===== config.mk =====
export PLATFORM = sky130hd
export DESIGN_NAME = bam_scheduler_flat
export DESIGN_NICKNAME = d
export VERILOG_FILES = /design/src/rtl/bam_sched_pkg.sv /design/src/rtl/bam_scheduler_if.sv /design/src/rtl/bam_scheduler_arb.sv /design/src/rtl/bam_scheduler.sv /design/src/flat_wrapper.sv
export SDC_FILE = /design/constraint.sdc
export NUM_CORES = 1
export LEC_CHECK = 0
export ABC_CLOCK_PERIOD_IN_PS = 2400
export CAP_MARGIN = 20
export CORE_UTILIZATION = 44
export CTS_BUF_LIST = sky130_fd_sc_hd__clkbuf_8
export CTS_CLUSTER_SIZE = 30
export DETAILED_ROUTE_END_ITERATION = 16
export PLACE_DENSITY = 0.89
export SKIP_LAST_GASP = 1
export SLEW_MARGIN = 20
export SYNTH_ARGS = -nofsm -noshare
export SYNTH_HDL_FRONTEND = slang
export SYNTH_SLANG_ARGS = --single-unit

===== constraint.sdc =====
create_clock -name clk -period 2.4 [get_ports clk]
set_input_delay 0.48 -clock clk [delete_from_list [all_inputs] [get_ports clk]]
set_output_delay 0.48 -clock clk [all_outputs]
set_load 0.01 [all_outputs]

===== src/rtl/bam_sched_pkg.sv =====
`default_nettype none
// +----------------------------------------------------------------------+
// | Module   : bam_sched_pkg                                             |
// | Desc     : Shared types and constants for the Booth-multiplier       |
// |            access scheduler.                                         |
// | Revision : 1.0 - initial release                                     |
// +----------------------------------------------------------------------+
package bam_sched_pkg;

  localparam int BAM_SCHED_CNT_W = 4;

  typedef enum logic [2:0] {
    IDLE    = 3'd0,
    LOAD    = 3'd1,
    COMPUTE = 3'd2,
    READ    = 3'd3,
    RESP    = 3'd4
  } bam_sched_state_t;

  typedef logic bam_req_id_t;

endpackage
`default_nettype wire


===== src/rtl/bam_scheduler_if.sv =====
`default_nettype none
// +----------------------------------------------------------------------+
// | Module   : bam_scheduler_if                                          |
// | Desc     : Requester, response and multiplier-register signals of    |
// |            the scheduler. slave = scheduler, master = its environment.|
// | Revision : 1.0 - initial release                                     |
// +----------------------------------------------------------------------+
interface bam_scheduler_if #(
  parameter int WIDTH = 32
);
  logic             req0_valid;
  logic             req1_valid;
  logic             req0_ready;
  logic             req1_ready;
  logic [WIDTH-1:0] req0_a;
  logic [WIDTH-1:0] req0_b;
  logic [WIDTH-1:0] req1_a;
  logic [WIDTH-1:0] req1_b;
  logic             resp_valid;
  logic             resp_ready;
  logic             resp_id;
  logic [WIDTH-1:0] resp_product;
  logic             resp_error;
  logic [WIDTH-1:0] mul_a;
  logic [WIDTH-1:0] mul_b;
  logic             mul_wr_a;
  logic             mul_wr_b;
  logic             mul_wr_out;
  logic             mul_rd_a;
  logic             mul_rd_b;
  logic             mul_rd_out;
  logic             mul_rst_a;
  logic             mul_rst_b;
  logic             mul_rst_out;
  logic [WIDTH-1:0] mul_product;
  logic             mul_err_a;
  logic             mul_err_b;
  logic             mul_err_out;

  modport slave (
    input  req0_valid, req1_valid, req0_a, req0_b, req1_a, req1_b,
    input  resp_ready, mul_product, mul_err_a, mul_err_b, mul_err_out,
    output req0_ready, req1_ready, resp_valid, resp_id, resp_product, resp_error,
    output mul_a, mul_b, mul_wr_a, mul_wr_b, mul_wr_out,
    output mul_rd_a, mul_rd_b, mul_rd_out, mul_rst_a, mul_rst_b, mul_rst_out
  );

  modport master (
    output req0_valid, req1_valid, req0_a, req0_b, req1_a, req1_b,
    output resp_ready, mul_product, mul_err_a, mul_err_b, mul_err_out,
    input  req0_ready, req1_ready, resp_valid, resp_id, resp_product, resp_error,
    input  mul_a, mul_b, mul_wr_a, mul_wr_b, mul_wr_out,
    input  mul_rd_a, mul_rd_b, mul_rd_out, mul_rst_a, mul_rst_b, mul_rst_out
  );
endinterface
`default_nettype wire


===== src/rtl/bam_scheduler_arb.sv =====
`default_nettype none
// +----------------------------------------------------------------------+
// | Module   : rr_arbiter2                                               |
// | Desc     : Two-input round-robin arbiter; history moves on accept.   |
// | Revision : 1.0 - initial release                                     |
// +----------------------------------------------------------------------+
module rr_arbiter2
  import bam_sched_pkg::*;
(
  input  wire logic        clk,
  input  wire logic        reset,
  input  wire logic [1:0]  req,
  input  wire logic        accept,
  output bam_req_id_t      grant_id,
  output logic             grant_valid
);

  bam_req_id_t last_grant_q;
  bam_req_id_t last_grant_d;

  always_comb begin
    grant_valid  = |req;
    grant_id     = req[1];
    if (req == 2'b11) begin
      grant_id = ~last_grant_q;
    end
    last_grant_d = accept ? grant_id : last_grant_q;
  end

  // Reset to 1 so requester 0 wins the first tie.
  always_ff @(posedge clk) begin
    if (reset) begin
      last_grant_q <= 1'b1;
    end else begin
      last_grant_q <= last_grant_d;
    end
  end

endmodule
`default_nettype wire


===== src/rtl/bam_scheduler.sv =====
`default_nettype none
// +----------------------------------------------------------------------+
// | Module   : bam_scheduler                                             |
// | Desc     : Shares one registered Booth multiplier between two        |
// |            requesters. BAM_SCHED_SCRUB_EN: clear multiplier regs on  |
// |            every response handshake.                                 |
// | Revision : 1.0 - initial release                                     |
// +----------------------------------------------------------------------+
module bam_scheduler
  import bam_sched_pkg::*;
#(
  parameter int WIDTH          = 32,
  parameter int COMPUTE_CYCLES = 1
) (
  input  wire logic        clk,
  input  wire logic        reset,
  bam_scheduler_if.slave   bus
);

  bam_sched_state_t             state_q, state_d;
  logic [BAM_SCHED_CNT_W-1:0]   cnt_q, cnt_d;
  logic [WIDTH-1:0]             a_q, a_d;
  logic [WIDTH-1:0]             b_q, b_d;
  logic [WIDTH-1:0]             prod_q, prod_d;
  bam_req_id_t                  id_q, id_d;
  logic                         err_q, err_d;
  logic                         wr_ab_q, wr_ab_d;
  logic                         rd_ab_q, rd_ab_d;
  logic                         wr_out_q, wr_out_d;
  logic                         rd_out_q, rd_out_d;
  logic                         resp_valid_q, resp_valid_d;

  bam_req_id_t                  grant_id;
  logic                         grant_valid;
  logic                         accept;
  logic                         mul_err;
  logic                         scrub;

  assign accept  = (state_q == IDLE) && grant_valid && !reset;
  assign mul_err = bus.mul_err_a | bus.mul_err_b | bus.mul_err_out;

  rr_arbiter2 u_arb (
    .clk         (clk),
    .reset       (reset),
    .req         ({bus.req1_valid, bus.req0_valid}),
    .accept      (accept),
    .grant_id    (grant_id),
    .grant_valid (grant_valid)
  );

  always_comb begin
    state_d = state_q;
    cnt_d   = cnt_q;
    a_d     = a_q;
    b_d     = b_q;
    prod_d  = prod_q;
    id_d    = id_q;
    err_d   = err_q;
    case (state_q)
      IDLE: begin
        if (grant_valid) begin
          state_d = LOAD;
          id_d    = grant_id;
          a_d     = grant_id ? bus.req1_a : bus.req0_a;
          b_d     = grant_id ? bus.req1_b : bus.req0_b;
          err_d   = 1'b0;
        end
      end
      LOAD: begin
        state_d = COMPUTE;
        cnt_d   = BAM_SCHED_CNT_W'(COMPUTE_CYCLES - 1);
        err_d   = err_q | mul_err;
      end
      COMPUTE: begin
        err_d = err_q | mul_err;
        if (cnt_q == '0) begin
          state_d = READ;
        end else begin
          cnt_d = cnt_q - BAM_SCHED_CNT_W'(1);
        end
      end
      READ: begin
        err_d   = err_q | mul_err;
        prod_d  = bus.mul_product;
        state_d = RESP;
      end
      RESP: begin
        if (bus.resp_ready) begin
          state_d = IDLE;
        end
      end
      default: state_d = IDLE;
    endcase

    // Enables are decoded from the next state and registered, so the
    // multiplier pins come straight from flops.
    wr_ab_d      = (state_d == LOAD);
    rd_ab_d      = (state_d == COMPUTE);
    wr_out_d     = (state_d == COMPUTE) && (cnt_d == '0);
    rd_out_d     = (state_d == READ);
    resp_valid_d = (state_d == RESP);
  end

  always_ff @(posedge clk) begin
    if (reset) begin
      state_q      <= IDLE;
      cnt_q        <= '0;
      a_q          <= '0;
      b_q          <= '0;
      prod_q       <= '0;
      id_q         <= 1'b0;
      err_q        <= 1'b0;
      wr_ab_q      <= 1'b0;
      rd_ab_q      <= 1'b0;
      wr_out_q     <= 1'b0;
      rd_out_q     <= 1'b0;
      resp_valid_q <= 1'b0;
    end else begin
      state_q      <= state_d;
      cnt_q        <= cnt_d;
      a_q          <= a_d;
      b_q          <= b_d;
      prod_q       <= prod_d;
      id_q         <= id_d;
      err_q        <= err_d;
      wr_ab_q      <= wr_ab_d;
      rd_ab_q      <= rd_ab_d;
      wr_out_q     <= wr_out_d;
      rd_out_q     <= rd_out_d;
      resp_valid_q <= resp_valid_d;
    end
  end

`ifdef BAM_SCHED_SCRUB_EN
  assign scrub = resp_valid_q & bus.resp_ready;
`else
  assign scrub = 1'b0;
`endif

  assign bus.req0_ready   = accept && (grant_id == 1'b0);
  assign bus.req1_ready   = accept && (grant_id == 1'b1);
  assign bus.resp_valid   = resp_valid_q;
  assign bus.resp_id      = id_q;
  assign bus.resp_product = prod_q;
  assign bus.resp_error   = err_q;
  assign bus.mul_a        = a_q;
  assign bus.mul_b        = b_q;
  assign bus.mul_wr_a     = wr_ab_q;
  assign bus.mul_wr_b     = wr_ab_q;
  assign bus.mul_wr_out   = wr_out_q;
  assign bus.mul_rd_a     = rd_ab_q;
  assign bus.mul_rd_b     = rd_ab_q;
  assign bus.mul_rd_out   = rd_out_q;
  assign bus.mul_rst_a    = reset | scrub;
  assign bus.mul_rst_b    = reset | scrub;
  assign bus.mul_rst_out  = reset | scrub;

endmodule
`default_nettype wire


===== src/flat_wrapper.sv =====
// flat-port wrapper written by rule: the top's interface ports become plain ports
module bam_scheduler_flat import bam_sched_pkg::*;
#(
  parameter int WIDTH          = 32,
  parameter int COMPUTE_CYCLES = 1
)
  (clk, reset, bus_req0_valid, bus_req1_valid, bus_req0_a, bus_req0_b, bus_req1_a, bus_req1_b, bus_resp_ready, bus_mul_product, bus_mul_err_a, bus_mul_err_b, bus_mul_err_out, bus_req0_ready, bus_req1_ready, bus_resp_valid, bus_resp_id, bus_resp_product, bus_resp_error, bus_mul_a, bus_mul_b, bus_mul_wr_a, bus_mul_wr_b, bus_mul_wr_out, bus_mul_rd_a, bus_mul_rd_b, bus_mul_rd_out, bus_mul_rst_a, bus_mul_rst_b, bus_mul_rst_out);
  bam_scheduler_if #(.WIDTH(WIDTH)) bus_i ();
  input  wire logic clk;
  input  wire logic reset;
  input wire logic [$bits(bus_i.req0_valid)-1:0] bus_req0_valid;
  input wire logic [$bits(bus_i.req1_valid)-1:0] bus_req1_valid;
  input wire logic [$bits(bus_i.req0_a)-1:0] bus_req0_a;
  input wire logic [$bits(bus_i.req0_b)-1:0] bus_req0_b;
  input wire logic [$bits(bus_i.req1_a)-1:0] bus_req1_a;
  input wire logic [$bits(bus_i.req1_b)-1:0] bus_req1_b;
  input wire logic [$bits(bus_i.resp_ready)-1:0] bus_resp_ready;
  input wire logic [$bits(bus_i.mul_product)-1:0] bus_mul_product;
  input wire logic [$bits(bus_i.mul_err_a)-1:0] bus_mul_err_a;
  input wire logic [$bits(bus_i.mul_err_b)-1:0] bus_mul_err_b;
  input wire logic [$bits(bus_i.mul_err_out)-1:0] bus_mul_err_out;
  output wire logic [$bits(bus_i.req0_ready)-1:0] bus_req0_ready;
  output wire logic [$bits(bus_i.req1_ready)-1:0] bus_req1_ready;
  output wire logic [$bits(bus_i.resp_valid)-1:0] bus_resp_valid;
  output wire logic [$bits(bus_i.resp_id)-1:0] bus_resp_id;
  output wire logic [$bits(bus_i.resp_product)-1:0] bus_resp_product;
  output wire logic [$bits(bus_i.resp_error)-1:0] bus_resp_error;
  output wire logic [$bits(bus_i.mul_a)-1:0] bus_mul_a;
  output wire logic [$bits(bus_i.mul_b)-1:0] bus_mul_b;
  output wire logic [$bits(bus_i.mul_wr_a)-1:0] bus_mul_wr_a;
  output wire logic [$bits(bus_i.mul_wr_b)-1:0] bus_mul_wr_b;
  output wire logic [$bits(bus_i.mul_wr_out)-1:0] bus_mul_wr_out;
  output wire logic [$bits(bus_i.mul_rd_a)-1:0] bus_mul_rd_a;
  output wire logic [$bits(bus_i.mul_rd_b)-1:0] bus_mul_rd_b;
  output wire logic [$bits(bus_i.mul_rd_out)-1:0] bus_mul_rd_out;
  output wire logic [$bits(bus_i.mul_rst_a)-1:0] bus_mul_rst_a;
  output wire logic [$bits(bus_i.mul_rst_b)-1:0] bus_mul_rst_b;
  output wire logic [$bits(bus_i.mul_rst_out)-1:0] bus_mul_rst_out;
  assign bus_i.req0_valid = bus_req0_valid;
  assign bus_i.req1_valid = bus_req1_valid;
  assign bus_i.req0_a = bus_req0_a;
  assign bus_i.req0_b = bus_req0_b;
  assign bus_i.req1_a = bus_req1_a;
  assign bus_i.req1_b = bus_req1_b;
  assign bus_i.resp_ready = bus_resp_ready;
  assign bus_i.mul_product = bus_mul_product;
  assign bus_i.mul_err_a = bus_mul_err_a;
  assign bus_i.mul_err_b = bus_mul_err_b;
  assign bus_i.mul_err_out = bus_mul_err_out;
  assign bus_req0_ready = bus_i.req0_ready;
  assign bus_req1_ready = bus_i.req1_ready;
  assign bus_resp_valid = bus_i.resp_valid;
  assign bus_resp_id = bus_i.resp_id;
  assign bus_resp_product = bus_i.resp_product;
  assign bus_resp_error = bus_i.resp_error;
  assign bus_mul_a = bus_i.mul_a;
  assign bus_mul_b = bus_i.mul_b;
  assign bus_mul_wr_a = bus_i.mul_wr_a;
  assign bus_mul_wr_b = bus_i.mul_wr_b;
  assign bus_mul_wr_out = bus_i.mul_wr_out;
  assign bus_mul_rd_a = bus_i.mul_rd_a;
  assign bus_mul_rd_b = bus_i.mul_rd_b;
  assign bus_mul_rd_out = bus_i.mul_rd_out;
  assign bus_mul_rst_a = bus_i.mul_rst_a;
  assign bus_mul_rst_b = bus_i.mul_rst_b;
  assign bus_mul_rst_out = bus_i.mul_rst_out;
  bam_scheduler #(.WIDTH(WIDTH), .COMPUTE_CYCLES(COMPUTE_CYCLES)) u_core (.clk(clk), .reset(reset), .bus(bus_i));
endmodule

==> impl_results.md <==
- Outcome: finished, final reports clean
- Initial antenna violation count: 1
- Finish-stage setup viols: 0
- RSZ-0062 raised after global routing: false
- CP Capture Type: primary output
- Skew final: 0.01119 ns
- Layout Area Growth over Synthesis: 56.95%
- Post-synthesis average cell area: 8.848 um^2
- Max Fclk: 0.4431 GHz
- WP data arrival: 1.78 ns
- First DRT Iteration DRCs: 269
- Core Footprint: 11,420 um^2
- Cell Area, Synth: 5167 um^2
- Slew @ Worst Pin: 0.8512 ns
- Die H: 110.4 um
- Vias in the first global route: 4,908
- Via density: 5.214
- Relative slew margins: 43.25%
- CTS tree: done
- # DRC: 0
- Mapped Cells: 584
- Routed vias: 5,115
- Final slew viol count: 0
- Inst Count DP: 966
- Initial Util: 45.26%
- Fillers: 856
- Worst Hold Class: flop to flop
- CTS sink count: 111
- Worst Setup Start Kind: input pin
- Cts bufs inserted: 9
- Nets: 1,003
- # rows: 39
- CP max stage delay: 0.49 ns
- Period utilization: 94.03%
- Fin area: 8110 um^2
- Area of the multi-input gates: 2575 um^2
- PwrDens: 679.1 nW/um^2
- Main synth FF type: dfxtp_1
- Finished Layout Cells: 981
- Maxcap violations: 0
- Area of placed instances: 7915 um^2
- Flops & latches, synth: 111
- WL final: 15,990 um
- Root Driver: clkbuf_8
- DIE WIDTH: 110.4 um
- Seq/Total Area, Yosys: 43.00%
- Routability cong.: 0.7848
- Largest net degree at the start of global routing: 69
- Register area: 2222 um^2
- Worst path slowest cell: clkdlybuf4s50_1
- DRT Pass-1 Iters: 4
- Cells along the critical path: clkdlybuf4s50_1 -> nand2_1 -> and2_2 -> nor3_1 -> dlygate4sd2_1
- CTS Buffer Depth: 2
- Worst setup path category: input pin to primary output
- Post-layout min period: 2.257 ns
- Hold_buf cts: 0
- Largest fanout on the critical path: 3
- Post-synth EDFFs: 0
- GRT Residual Overflow: 0
- Share of cells above drive strength 1: 20.41%
- Post-detail-place hpwl: 11,540 um
- First-pass GRT wire length: 23,450 um
- Synthesized net count: 753
- Leakage power: 2.923 nW
- Power, Total: 0.005508 W
- CP required: 1.92 ns
- # port buffers: 277
- Worst-Skew Late Latency: 0.37 ns
- Final hold vios: 0
- Total track usage: 25.11%
- Wire length per cell: 16.30 um
- Post-synth ARST share: 0%
- Synth unique cells: 36
- Worst vdd ir: 0.4184 mV
- ANT nets after route: 0
- Die outline area: 12,180 um^2
- Total negative setup slack: 0 ns
- Clock H-tree levels: 3
- Diodes inserted: 0
- Clock transition at the registers of the reported paths: 0.09 ns
- Warnings from Yosys: 0
- Num ports: 278
-- cell usage after synthesis (6+ instances only) --
cell      number  area share (%)
a211oi_1       6            0.87
a211oi_2      60              15
a21oi_1       93             9.0
a21oi_2       10             1.7
buf_12         7             2.7
buf_2         12             1.2
buf_4          7             1.0
clkbuf_1      24             1.7
dfxtp_1      111              43
nand2_1      136             9.9
nor2_1        14             1.0
nor2_2        60             7.3
-- power by group --
part	leakage [nW]	total, W	internal (W)	switching (W)
Clock	0.103	0.00115	0.000530	0.000618
Sequential	0.913	0.00226	0.00209	0.000167
Combinational	1.91	0.00210	0.00109	0.00102
-- final cells by class --
type | count | share of cell area, %
clock buffer | 11 | 1.867
clock inverter | 4 | 0.5708
inverter | 3 | 0.1388
multi-input combinational | 416 | 31.75
sequential | 111 | 27.40
tap | 143 | 2.206
timing repair buffer | 293 | 36.07
-- logic make-up (layout without fill, tap and decap cells) --
kind of cell | Yosys count | count (layout) | synth area share (%)
simple gates | 232 | 232 | 21.16
flops | 111 | 111 | 43.00
compound gates | 182 | 182 | 27.94
fa+ha+maj | 1 | 1 | 0.2421
buf+inv | 57 | 311 | 7.433
mux | 1 | 1 | 0.2179
-- what timing repair did --
action	4_1_cts	5_1_grt
setup buffers	0	0
resized for setup	2	0
setup endpoints to repair	2	0
-- routing by layer --
metal	global-route usage [%]	vias up	part of all wire [%]
met5	0	-	0.081
met4	10.24	2	2.0
met3	8.818	22	10
met2	45.16	206	51
met1	26.56	2408	37
li1	-	2477	-
-- registers in the layout (all words and copies together), names as in the netlist --
| name | flops |
|---|---|
| u_core.bus.mul_a | 32 |
| u_core.cnt_q | 4 |
| u_core.bus.resp_error | 1 |
| u_core.bus.resp_product | 32 |
| u_core.bus.mul_wr_a | 1 |
| u_core.bus.resp_id | 1 |
| u_core.bus.resp_valid | 1 |
| u_core.bus.mul_rd_out | 1 |
| u_core.u_arb.last_grant_q | 1 |
| u_core.bus.mul_wr_out | 1 |
| u_core.bus.mul_rd_a | 1 |
| u_core.bus.mul_b | 32 |
| u_core.state_q | 3 |
-- metrics by stage --
| step | utilization (%) | hold slack, ns | setup WS (ns) |
|---|---|---|---|
| floorplan | - | 0.4615 | 0.6174 |
| global placement | 69.32 | 0.4410 | -0.1290 |
| detailed placement | 69.32 | 0.4481 | -0.1352 |
| CTS | 71.03 | 0.4595 | 0.1503 |
| global route | 71.03 | 0.4750 | 0.09781 |
| finish | 71.03 | 0.4606 | 0.1432 |
-- critical path, delay by kind of cell --
family	cells	cell delay [ns]
simple gates	3	0.45
buf+inv	2	0.84
-- final timing paths --
path	from	endpoint	slack [ns]	depth (start not counted)
setup / recovery	bus_req0_valid	bus_req0_ready	0.14	5
hold / removal	u_core.bus.resp_product[6]	u_core.bus.resp_product[6]	0.46	2
setup reg to reg	u_core.state_q[1]	u_core.bus.mul_b[16]	0.46	5
hold reg to reg	u_core.bus.resp_product[6]	u_core.bus.resp_product[6]	0.46	2
-- layout by cell type (no fill, tap or decap), types with 2 or more instances in the layout --
cell type and instances:
a21oi_1 93, a21oi_2 10, a211oi_1 6, a31oi_1 3, a211oi_2 60, buf_12 3, dlygate4sd2_1 2, nor2_2 61
nand2_1 135, nor3_1 3, inv_1 4, clkbuf_8 11, or2_2 2, o21ai_0 4, clkdlybuf4s50_1 274, nand3b_1 3
nand2b_1 4, dfxtp_1 111, or3_1 3, nor2_1 13, buf_4 14
(Power assumes the default switching activity.)
